### config.mk
export PLATFORM = sky130hd
export DESIGN_NAME = loop_seq_iter
export DESIGN_NICKNAME = d
export VERILOG_FILES = /design/src/rtl/loop_seq_iter.sv
export SDC_FILE = /design/constraint.sdc
export NUM_CORES = 1
export LEC_CHECK = 0
export BUFFER_PORTS_ARGS = -buffer_cell sky130_fd_sc_hd__buf_2
export CAP_MARGIN = 20
export CORE_UTILIZATION = 40
export CTS_CLUSTER_SIZE = 40
export DETAILED_ROUTE_END_ITERATION = 6
export HOLD_SLACK_MARGIN = 0.08
export MAX_ROUTING_LAYER = met4
export PLACE_DENSITY = 0.62
export SLEW_MARGIN = 20
export SYNTH_ARGS = -nofsm -noshare
export SYNTH_HDL_FRONTEND = slang
export SYNTH_SLANG_ARGS = --single-unit
### constraint.sdc
create_clock -name clk -period 3.1 [get_ports clk]
set_input_delay 0 -clock clk [delete_from_list [all_inputs] [get_ports clk]]
set_output_delay 0 -clock clk [all_outputs]
set_load 0.03 [all_outputs]
### src/rtl/loop_seq_iter.sv
// Clocked loop-index iterator: walks start_index toward limit by step, one index per accepted beat.
// Ports: clk/rst, start + start_index/limit/step/dir, abort, idx_ready/idx_valid/index, loop_active, done, reached, iter_count.
module loop_seq_iter #(
  parameter int IDX_W  = 4,
  parameter int STEP_W = 2
) (
  input  logic              clk,
  input  logic              rst,
  input  logic              start,
  input  logic [IDX_W-1:0]  start_index,
  input  logic [IDX_W-1:0]  limit,
  input  logic [STEP_W-1:0] step,
  input  logic              dir,
  input  logic              abort,
  input  logic              idx_ready,
  output logic              idx_valid,
  output logic [IDX_W-1:0]  index,
  output logic              loop_active,
  output logic              done,
  output logic              reached,
  output logic [IDX_W:0]    iter_count
);

  typedef enum logic [1:0] {
    S_IDLE,
    S_RUN,
    S_FIN
  } state_t;

  state_t r_state;
  state_t w_next;

  logic [IDX_W-1:0]  r_index;
  logic [IDX_W-1:0]  r_limit;
  logic [STEP_W-1:0] r_step;
  logic              r_dir;
  logic              r_reached;
  logic [IDX_W:0]    r_iter;

  logic              w_beat;
  logic [STEP_W-1:0] w_step_eff;
  logic [IDX_W:0]    w_step_ext;
  logic [IDX_W:0]    w_nxt;
  logic [IDX_W-1:0]  w_nxt_lo;
  logic              w_cb;
  logic              w_exit;
  logic              w_start_ok;

  // step of zero would never advance; treat it as one
  assign w_step_eff = (step == '0) ? STEP_W'(1) : step;
  assign w_step_ext = (IDX_W+1)'(r_step);

  assign w_beat = (r_state == S_RUN) && idx_ready;

  // extra MSB catches carry (up) or borrow (down)
  assign w_nxt    = r_dir ? ({1'b0, r_index} - w_step_ext)
                          : ({1'b0, r_index} + w_step_ext);
  assign w_cb     = w_nxt[IDX_W];
  assign w_nxt_lo = w_nxt[IDX_W-1:0];
  assign w_exit   = w_cb ||
                    (r_dir ? (w_nxt_lo <= r_limit)
                           : (w_nxt_lo >= r_limit));

  assign w_start_ok = dir ? (start_index > limit)
                          : (start_index < limit);

  always_comb begin
    w_next = r_state;
    unique case (r_state)
      S_IDLE: begin
        if (start) begin
          w_next = w_start_ok ? S_RUN : S_FIN;
        end
      end
      S_RUN: begin
        if (abort || (w_beat && w_exit)) begin
          w_next = S_FIN;
        end
      end
      S_FIN:   w_next = S_IDLE;
      default: w_next = S_IDLE;
    endcase
  end

  always_ff @(posedge clk) begin
    if (rst) begin
      r_state   <= S_IDLE;
      r_index   <= '0;
      r_limit   <= '0;
      r_step    <= '0;
      r_dir     <= 1'b0;
      r_reached <= 1'b0;
      r_iter    <= '0;
    end else begin
      r_state <= w_next;
      unique case (r_state)
        S_IDLE: begin
          if (start) begin
            r_index   <= start_index;
            r_limit   <= limit;
            r_step    <= w_step_eff;
            r_dir     <= dir;
            r_iter    <= '0;
            r_reached <= !w_start_ok &&
                         (start_index == limit);
          end
        end
        S_RUN: begin
          if (w_beat) begin
            r_iter <= r_iter + (IDX_W+1)'(1);
          end
          if (abort) begin
            r_reached <= 1'b0;
          end else if (w_beat) begin
            if (w_exit) begin
              r_reached <= !w_cb &&
                           (w_nxt_lo == r_limit);
            end else begin
              r_index <= w_nxt_lo;
            end
          end
        end
        default: ;
      endcase
    end
  end

  assign idx_valid   = (r_state == S_RUN);
  assign loop_active = (r_state == S_RUN);
  assign done        = (r_state == S_FIN);
  assign index       = r_index;
  assign reached     = r_reached;
  assign iter_count  = r_iter;

endmodule
==> results of run 1 <==
flip-flops by register name, summed over array words and instances (netlist names):
| register | cells |
|---|---|
| r_step | 2 |
| r_limit | 4 |
| r_dir | 1 |
| reached | 1 |
| r_state | 2 |
| iter_count | 5 |
| index | 4 |
stage by stage:
stage	power [uW]	setup WS, ps
final	1080	-106
after global routing	1140	-200
after CTS	1030	8.17
after detailed placement	843	-169
after global placement	823	-78.8
after floorplan	687	25.2
critical path: stages, from the launching register on:
cell      delay, ps
dfxtp_2         350
inv_2            50
ha_4            230
mux2_4          300
inv_4            60
ha_4            190
a21o_1          190
a21oi_2         200
xnor2_2         150
ha_1            300
nand4_1         120
or2b_4          300
nor4b_4         270
buf_4           160
or2_4           140
a311oi_2         80
synth_stat cells, types with 2 or more instances:
cell,instances
nor2_1,9
nor3_1,8
dfxtp_1,19
clkbuf_1,2
nor3b_1,2
xor2_1,3
o31ai_1,2
a211oi_2,3
inv_1,15
a21o_1,2
nand3_1,3
ha_1,14
nand2b_1,2
mux2i_1,3
nand2_1,20
xnor2_1,3
nand4_1,4
a21oi_1,17
power groups by stage:
stage	clock [uW]	sequential, uW	combinational (uW)
after floorplan	0	310	377
after global placement	0	289	534
after detailed placement	0	290	554
after CTS	134	287	606
after global routing	149	290	703
final	132	287	659
layout make-up:
class | instances | share of cell area, %
multi-input combinational | 119 | 52.2
clock buffer | 3 | 1.25
sequential | 19 | 21.2
inverter | 16 | 3.46
tap | 44 | 3.04
timing repair buffer | 51 | 18.5
clock inverter | 1 | 0.277
cells by family (layout without fill, tap and decap cells):
kind of cell,Yosys count,in the layout,share of synthesized area [%]
AO/OA/AOI/OAI,34,34,19.1
XOR/XNOR,7,7,4.98
adder cells (fa/ha/maj),15,15,14.1
buffers and inverters,22,71,7.60
flip-flops,19,19,27.5
multiplexers,4,4,2.99
AND/OR/NAND/NOR,59,59,23.7
path summary, 6_finish.rpt:
kind,endpoint,slack [ps],cells after the start
max,index[2]$_SDFFE_PP0P_,-110,15
min reg2reg,r_limit[0]$_SDFFE_PP0P_,470,2
min,iter_count[1]$_SDFFE_PP0P_,80,4
max reg2reg,index[2]$_SDFFE_PP0P_,-110,15
what timing repair did:
item | CTS | global route
hold buffers | 9 | 0
setup endpoints to repair | 7 | 7
buffers inserted | 3 | 1
pin swaps | 11 | 9
resized for setup | 11 | 2
hold endpoints to repair | 9 | 0
routing by layer:
metal / vias to the layer above / part of all wire [%] / track usage [%]
met4: 0 / 3.0 / 8.12
met2: 38 / 51 / 41.1
li1: 661 / - / -
met5: - / 0 / -
met1: 634 / 43 / 25.6
met3: 14 / 3.8 / 4.48
==> reports/qor.yml, run 1 <==
cells_and_area:
  n_fill_cell: 297
  fin_cells: 253
  drive_above_1_share_pct: 36.8
  final_common_cell: "buf_2"
  final_cell_mix: "28 x buf_2, 20 x nand2_1, 17 x dfxtp_1"
  syn_to_final_growth_pct: 30.8
  multi_input_area_um2: 945
  stdcell_area_um2: 1810
  nets: 241
  seq_area_um2: 383
  final_util_pct: 57.3
  n_antenna_cell: 0
sta:
  rsz0062_at_grt: "yes"
  finalWorstSetupSlack_ps: -106
  worst_pin_slew_ps: 458
  finClkSkew_ps: 4.87
  setup_viol: 7
  whs_ps: 83.1
  fin_setup_tns_ps: -518
  fin_crit_sh_pct: 103
  report.final.slew_viol_count: 0
  hold_viol: 0
  finalCriticalPeriod_ps: 3210
  slew_headroom_pct: 69.5
  fmax_mhz: 312
detailed_routing:
  drc_errors: 0
  drtPass1Iterations: 4
  num_vias: 1347
  drt-total-wl_um: 3700
  drt_iter0_markers: 65
  postRouteAntennaNets: 0
  avgViaCountPerCell: 5.32
  routedWlPerCell_um: 14.6
yosys:
  synth_top_area_share_pct: 27.5
  synth_area_per_cell_um2: 8.64
  syn_area_um2: 1380
  syn_nets: 191
  ys_types: 47
  synth_ff_type: "dfxtp_1"
  synth_top_area_cell: "dfxtp_1"
  yosysSeqAreaShare_pct: 27.5
  yosys-top-cells-area: "dfxtp_1 28%, ha_1 13%, a21oi_1 6.2%"
  synth_warnings: 0
  synth-edff-count: 0
  netlist_instances: 160
  synth-seq-cells: 19
  synthArstFlopShare_pct: 0
placement:
  place_congestion: 0.880
  dpl_cell_area_um2: 1610
  io_buffers: 28
  placed_cells: 236
  hpwl_um: 2610
worst_hold_path:
  hp-class: "input pin to flop"
  min-delay-start: "idx_ready"
floorplanning:
  ios: 29
  rows: 20
  initial_core_util_pct: 43.8
  core_area_um2: 3150
  die-height_um: 60.8
  dieArea_um2: 3700
  die_w_um: 60.8
clock_tree:
  clock_sinks: 19
  clk_latency_ps: 310
  cts_made_buffers: 3
  clock_path_buffers: 2
  cts_tree: "done"
  htreeDepth: 1
  path_clk_slew_ps: 110
  cts-root-buf: "clkbuf_4"
power_and_ir_drop:
  intPower_uw: 623
  p_seq_share_pct: 26.6
  p_switching_uw: 455
  p_comb_share_pct: 61.1
  switching_share_pct: 42.2
  ir_drop_uv: 253
  leakagePower_uw: 0.000821
  pwr-share-clk_pct: 12.3
  powerDensity_nw_per_um2: 596
flow_run:
  cap_violations: 0
critical_path:
  reg2reg_from: "r_step[1]$_SDFFE_PP0P_"
  cp-startpoint: "r_step[1]$_SDFFE_PP0P_"
  worstSetupStartpointType: "flop"
  end_kind: "flop"
  crit_type: "flop to flop"
  worstPathArrival_ps: 3400
  cp.required_ps: 3290
  cp_max_fo: 4
status:
  outcome: "finished with violations"
  violations: "setup timing"
grt:
  grt_max_degree: 22
  grt_pass1_vias: 1325
  grt_pass1_wl_um: 5990
  antenna_found_initial: 0
  gr-usage-all-layers_pct: 23.1
  overflow: 0
Note: power is estimated with default switching activity, not from simulation.
==> inputs of run 2 (changes only) <==
Settings changed: ABC_AREA from default to 1.
==> run 2 against run 1 <==
Net effect:
- the run now ends clean
- worst hold slack better by 16 ps
- global-route usage down 3.3 points
- clock skew decreased by 1.8 ps
- largest cell class unchanged
- largest power group unchanged
==> reports/qor.yml, run 2 <==
floorplanning:
  dieArea_um2: 3640  # -1.5%
  die_w_um: 60.3  # -0.75%
  initial_core_util_pct: 43.5  # -0.33 points
  die-height_um: 60.3  # -0.75%
  core_area_um2: 3130  # -0.79%
  ios: 29  # unchanged
  rows: 20  # unchanged
cells_and_area:
  n_antenna_cell: 0  # unchanged
  drive_above_1_share_pct: 21.8  # -15 points
  final_common_cell: "nand2_1"
  stdcell_area_um2: 1700  # -6.2%
  largest_register_ffs: 5  # unchanged
  final_cell_mix: "43 x nand2_1, 33 x inv_1, 28 x buf_2"
  nets: 270  # +12%
  syn_to_final_growth_pct: 24.5
sta:
  hold_viol: 0  # unchanged
  report.final.slew_viol_count: 0  # unchanged
  worst_pin_slew_ps: 323  # -135 ps
  finClkSkew_ps: 3.02  # -1.85 ps
  fin_crit_sh_pct: 90.6  # -13 points
  slew_headroom_pct: 78.5  # +9.0 points
  setup_viol: 0  # -7
  fmax_mhz: 356  # +14%
  rsz0062_at_grt: "no"
  whs_ps: 99.2  # +16.1 ps
  finalCriticalPeriod_ps: 2810  # -399 ps
  fin_setup_tns_ps: 0  # +518 ps
clock_tree:
  htreeDepth: 1  # unchanged
  clock_path_buffers: 2  # unchanged
  clock_sinks: 19  # unchanged
  cts-root-buf: "clkbuf_4"
  clk_latency_ps: 310  # about the same
  path_clk_slew_ps: 120  # about the same
  cts_tree: "done"
  cts_made_buffers: 3  # unchanged
yosys:
  synth_compound_area_share_pct: 14.8  # -4.3 points
  synth_ff_type: "dfxtp_1"
  synth-edff-count: 0  # unchanged
  synth-adder-area-share_pct: 14.3  # +0.22 points
  synth_xor_area_share_pct: 1.29  # -3.7 points
  synth_warnings: 0  # unchanged
  synth-seq-cells: 19  # unchanged
  synth_top_family_by_area: "simple AND/OR/NAND/NOR gates"
  synthTopCellsByCount: "43 x nand2_1, 33 x inv_1, 19 x dfxtp_1"
  yosysMostFrequentCell: "nand2_1"
  synth_top_area_share_pct: 27.9  # +0.43 points
  netlist_instances: 196  # +23%
  synthSimpleGateAreaFrac_pct: 29.6  # +5.9 points
  yosys-top-cells-area: "dfxtp_1 28%, ha_1 13%, nand2_1 12%"
  synthArstFlopShare_pct: 0  # unchanged
  synth_mux_area_share_pct: 0  # -3.0 points
  syn_nets: 227  # +19%
  syn_area_um2: 1360  # -1.5%
  synth_top_area_cell: "dfxtp_1"
  ys_types: 30  # -36%
  yosysSeqAreaShare_pct: 27.9  # +0.43 points
  synth_area_per_cell_um2: 6.95  # -20%
status:
  outcome: "finished, final reports clean"
critical_path:
  crit_type: "flop to flop"
  cp.required_ps: 3350  # +60 ps
  path_common_cell: "nand2_1"
  slowest_stage: "dfxtp_1"
  cp_max_fo: 3  # -1
  worstSetupStartpointType: "flop"
  worstPathArrival_ps: 3060  # -340 ps
  end_kind: "flop"
  path_cells: "inv_1 -> ha_1 -> inv_1 -> o21ai_1 -> inv_1 -> ha_1 -> nand2_1 -> o21ai_1 -> xor2_1 -> ha_1 -> a21oi_1 -> nand2_1 -> nand2_1 -> nand2_1 -> nand3_1 -> nand3_1 -> nand2_1 -> clkinv_1 -> nor2_1"
  reg2reg_depth: 19  # +4
  slowest_delay_ps: 350  # about the same
placement:
  place_congestion: 0.782  # -11%
  dpl_cell_area_um2: 1550  # -3.7%
  io_buffers: 28  # unchanged
  hpwl_um: 2250  # -14%
grt:
  grt_pass1_vias: 1227  # -7.4%
  overflow: 0  # unchanged
  grt_max_degree: 13  # -41%
  antenna_found_initial: 0  # unchanged
  gr-usage-all-layers_pct: 19.9  # -3.3 points
  grt_pass1_wl_um: 5160  # -14%
power_and_ir_drop:
  powerDensity_nw_per_um2: 504  # -16%
  p_total_uw: 854  # -21%
  leakagePower_uw: 0.000861  # +4.9%
  ir_drop_uv: 387  # +53%
detailed_routing:
  routedWlPerCell_um: 10.5  # -28%
  postRouteAntennaNets: 0  # unchanged
  num_vias: 1317  # -2.2%
  avgViaCountPerCell: 4.67  # -12%
  drt-total-wl_um: 2950  # -20%
  drc_errors: 0  # unchanged
  drtPass1Iterations: 4  # unchanged
  drt_iter0_markers: 33  # -49%
flow_run:
  cap_violations: 0  # unchanged
worst_hold_path:
  hold_depth: 5  # +1
  hp-class: "input pin to flop"
-- run 2: cell types whose count changed after synthesis, moves of 4 or more --
cell | previous run | this run
a21oi_2 | 0 | 4
o21ai_0 | 1 | 12
nand3_1 | 3 | 13
nand2_1 | 20 | 43
nor3_1 | 8 | 3
inv_1 | 15 | 33
-- run 2: cell families (layout without fill, tap and decap cells) --
kind of cell	after synthesis	count (layout)
AND/OR/NAND/NOR	83	83
AO/OA/AOI/OAI	35	35
XOR/XNOR	2	2
adder cells (fa/ha/maj)	15	15
buffers and inverters	42	84
flip-flops	19	19
-- run 2: cell type report --
type | instances | area [um2]
clock buffers | 3 | 22.5
flip-flops and latches | 19 | 380
inverters | 39 | 148
repair buffers | 41 | 268
clock inverters | 1 | 5.00
well taps | 44 | 55.1
fillers | 329 | 1430
multi-input cells | 135 | 817
-- run 2: worst paths after layout --
kind,slack (ps),end,from
setup reg to reg,290,reached$_SDFFE_PP0P_,r_step[0]$_SDFFE_PP0P_
setup / recovery,290,reached$_SDFFE_PP0P_,r_step[0]$_SDFFE_PP0P_
hold reg to reg,500,r_step[0]$_SDFFE_PP0P_,r_step[0]$_SDFFE_PP0P_
hold / removal,100,index[0]$_SDFFE_PP0P_,start_index[0]
-- run 2: repair_timing --
action	CTS	global route
endpoints found under the hold margin	14	0
endpoints found under the setup margin	0	5
hold buffers	12	0
buffers inserted	0	0
resized for setup	0	1
-- run 2: routing by layer --
| layer | vias up | global-route usage [%] | part of all wire, % |
|---|---|---|---|
| li1 | 711 | - | - |
| met1 | 572 | 23.4 | 47 |
| met2 | 32 | 34.4 | 47 |
| met3 | 2 | 4.48 | 5.0 |
| met4 | 0 | 3.99 | 0.51 |
| met5 | - | - | 0 |
-- run 2: per-stage QoR --
stage | setup slack [ps] | utilization, % | cells
after CTS | 171 | 54.2 | 282
final | 293 | 54.2 | 282
after detailed placement | 202 | 49.5 | 266
after global routing | 9.07 | 54.2 | 282
after floorplan | 395 | - | 196
after global placement | 251 | 49.5 | 266
-- run 2: power breakdown --
part,switching (uW),internal (uW)
clock network,84.2,48.2
registers,21.6,270
logic,265,166
total,370,484
-- run 2: critical path: cells and delay by family (launching register included) --
kind / cells / cell delay [ps]
compound gates: 3 / 520
xor+xnor: 1 / 210
fa+ha+maj: 3 / 820
buf+inv: 4 / 210
flops: 1 / 350
simple gates: 8 / 650
==> inputs of run 3 (changes only) <==
Settings changed: PLACE_DENSITY 0.62 to default, REMOVE_ABC_BUFFERS from default to 1.
==> run 3 against run 2 <==
Net effect:
- global-route usage shrank 1.1 points
- highest routed layer unchanged
- clock skew increased by 4.5 ps
- power is 3.3% higher
- routed wire length grew 1.6%
- critical path depth unchanged
- die area unchanged
- cell area rose by 1.2%
==> reports/qor.yml, run 3 (synthesis gave the netlist of run 2 again) <==
clock_tree:
  clock_path_buffers: 2  # unchanged
  htreeDepth: 1  # unchanged
  clk_latency_ps: 310  # about the same
  cts_setup_buffers: 0  # unchanged
  cts_tree: "done"
  path_clk_slew_ps: 120  # about the same
  cts_made_buffers: 3  # unchanged
  clock_sinks: 19  # unchanged
  cts-root-buf: "clkbuf_4"
power_and_ir_drop:
  leakagePower_uw: 0.000856  # -0.63%
  p_total_uw: 882  # +3.3%
  ir_drop_uv: 266  # -31%
  powerDensity_nw_per_um2: 514  # +2.1%
cells_and_area:
  stdcell_area_um2: 1720  # +1.2%
  syn_to_final_growth_pct: 26.0
  drive_above_1_share_pct: 23.6  # +1.8 points
  final_common_cell: "nand2_1"
  n_antenna_cell: 0  # unchanged
  nets: 269  # -0.37%
  n_fill_cell: 337  # +2.4%
  final_cell_mix: "43 x nand2_1, 33 x inv_1, 28 x buf_2"
  final_util_pct: 54.8  # +0.64 points
  largest_register_ffs: 5  # unchanged
grt:
  grt_max_degree: 13  # unchanged
  grt_pass1_vias: 1174  # -4.3%
  grt_pass1_wl_um: 4940  # -4.3%
  overflow: 0  # unchanged
  antenna_found_initial: 0  # unchanged
  gr-usage-all-layers_pct: 18.7  # -1.1 points
detailed_routing:
  routedWlPerCell_um: 10.7  # +2.0%
  postRouteAntennaNets: 0  # unchanged
  met1_length_um: 1530  # +11%
  num_vias: 1289  # -2.1%
  drt-total-wl_um: 3000  # +1.6%
  route.met3.wl_um: 97  # -34%
  drt_iter0_markers: 51  # +55%
  top_layer: "met4"
  wl_met2_um: 1330  # -5.3%
  drtPass1Iterations: 4  # unchanged
  avgViaCountPerCell: 4.59  # -1.8%
  drc_errors: 0  # unchanged
critical_path:
  end_kind: "flop"
  worstSetupStartpointType: "flop"
  crit_type: "flop to flop"
  slowest_delay_ps: 360  # about the same
  worstPathArrival_ps: 3020  # -40 ps
  path_common_cell: "nand2_1"
  cp.required_ps: 3350  # about the same
  cp_max_fo: 5  # +2
  slowest_stage: "dfxtp_1"
  path_cells: "inv_1 -> ha_1 -> inv_1 -> o21ai_2 -> inv_1 -> ha_1 -> nand2_1 -> o21ai_1 -> xor2_1 -> ha_1 -> nand2_1 -> inv_1 -> nand2_1 -> nand3b_1 -> nand2_1 -> nand3_4 -> nand2_4 -> nand2_1 -> a21oi_2"
floorplanning:
  die-height_um: 60.3  # unchanged
  dieArea_um2: 3640  # unchanged
  ios: 29  # unchanged
  rows: 20  # unchanged
  core_area_um2: 3130  # unchanged
  initial_core_util_pct: 43.5  # unchanged
  die_w_um: 60.3  # unchanged
sta:
  slew_headroom_pct: 45.8  # -33 points
  fin_crit_sh_pct: 89.4  # -1.1 points
  report.final.slew_viol_count: 0  # unchanged
  fmax_mhz: 361  # +1.2%
  finClkSkew_ps: 7.52  # +4.49 ps
  hold_viol: 0  # unchanged
  setup_viol: 0  # unchanged
  whs_ps: 79.1  # -20.1 ps
  finalWorstSetupSlack_ps: 327  # +34.4 ps
  worst_pin_slew_ps: 808  # +485 ps
  finalCriticalPeriod_ps: 2770  # -34.4 ps
placement:
  hpwl_um: 2290  # +1.5%
  dpl_cell_area_um2: 1540  # -0.48%
  place_congestion: 0.779  # -0.32%
  io_buffers: 28  # unchanged
  place_ws_ps: 157  # -44.6 ps
status:
  outcome: "finished, final reports clean"
worst_hold_path:
  hp-class: "input pin to flop"
flow_run:
  cap_violations: 0  # unchanged
## run 3: layout make-up
type                       instances  area, um2  area share (%)
tap                               44       55.1            3.21
timing repair buffer              40        260            15.2
sequential                        19        382            22.2
inverter                          39        148            8.61
clock buffer                       4       26.3            1.53
multi-input combinational        135        845            49.2
## run 3: layer usage
metal | track usage, % | vias to the layer above
met5 | - | -
met4 | 6.31 | 0
met3 | 4.26 | 6
met2 | 28.7 | 19
met1 | 24.2 | 552
li1 | - | 712
## run 3: what timing repair did
| item | in CTS | in global routing |
|---|---|---|
| hold endpoints to repair | 13 | 0 |
| gates resized for setup | 0 | 7 |
| hold buffers | 12 | 0 |
| endpoints found under the setup margin | 0 | 7 |
## run 3: final timing paths
path	startpoint	end	slack (ps)	cells after the start
hold / removal	idx_ready	iter_count[1]$_SDFFE_PP0P_	80	4
setup / recovery	r_step[1]$_SDFFE_PP0P_	index[2]$_SDFFE_PP0P_	330	19
setup reg to reg	r_step[1]$_SDFFE_PP0P_	index[2]$_SDFFE_PP0P_	330	19
hold reg to reg	r_step[0]$_SDFFE_PP0P_	r_step[0]$_SDFFE_PP0P_	480	2
## run 3: per-stage QoR
step                      TNS [ps]  std cells
after floorplan                  0        193
after global placement           0        265
after detailed placement         0        265
after CTS                        0        281
after global routing         -2.75        281
final                            0        281
## run 3: power breakdown
group / total, uW / switching, uW / internal, uW
clock: 133 / 82.3 / 50.3
sequential: 293 / 22.7 / 270
combinational: 457 / 281 / 176
## run 3: worst max-delay path, delay by kind of cell, from the launching register on
kind	cells	cell delay [ps]
buffers and inverters	4	190
flip-flops	1	360
adder cells (fa/ha/maj)	3	840
XOR/XNOR	1	230
AND/OR/NAND/NOR	8	720
AO/OA/AOI/OAI	3	390
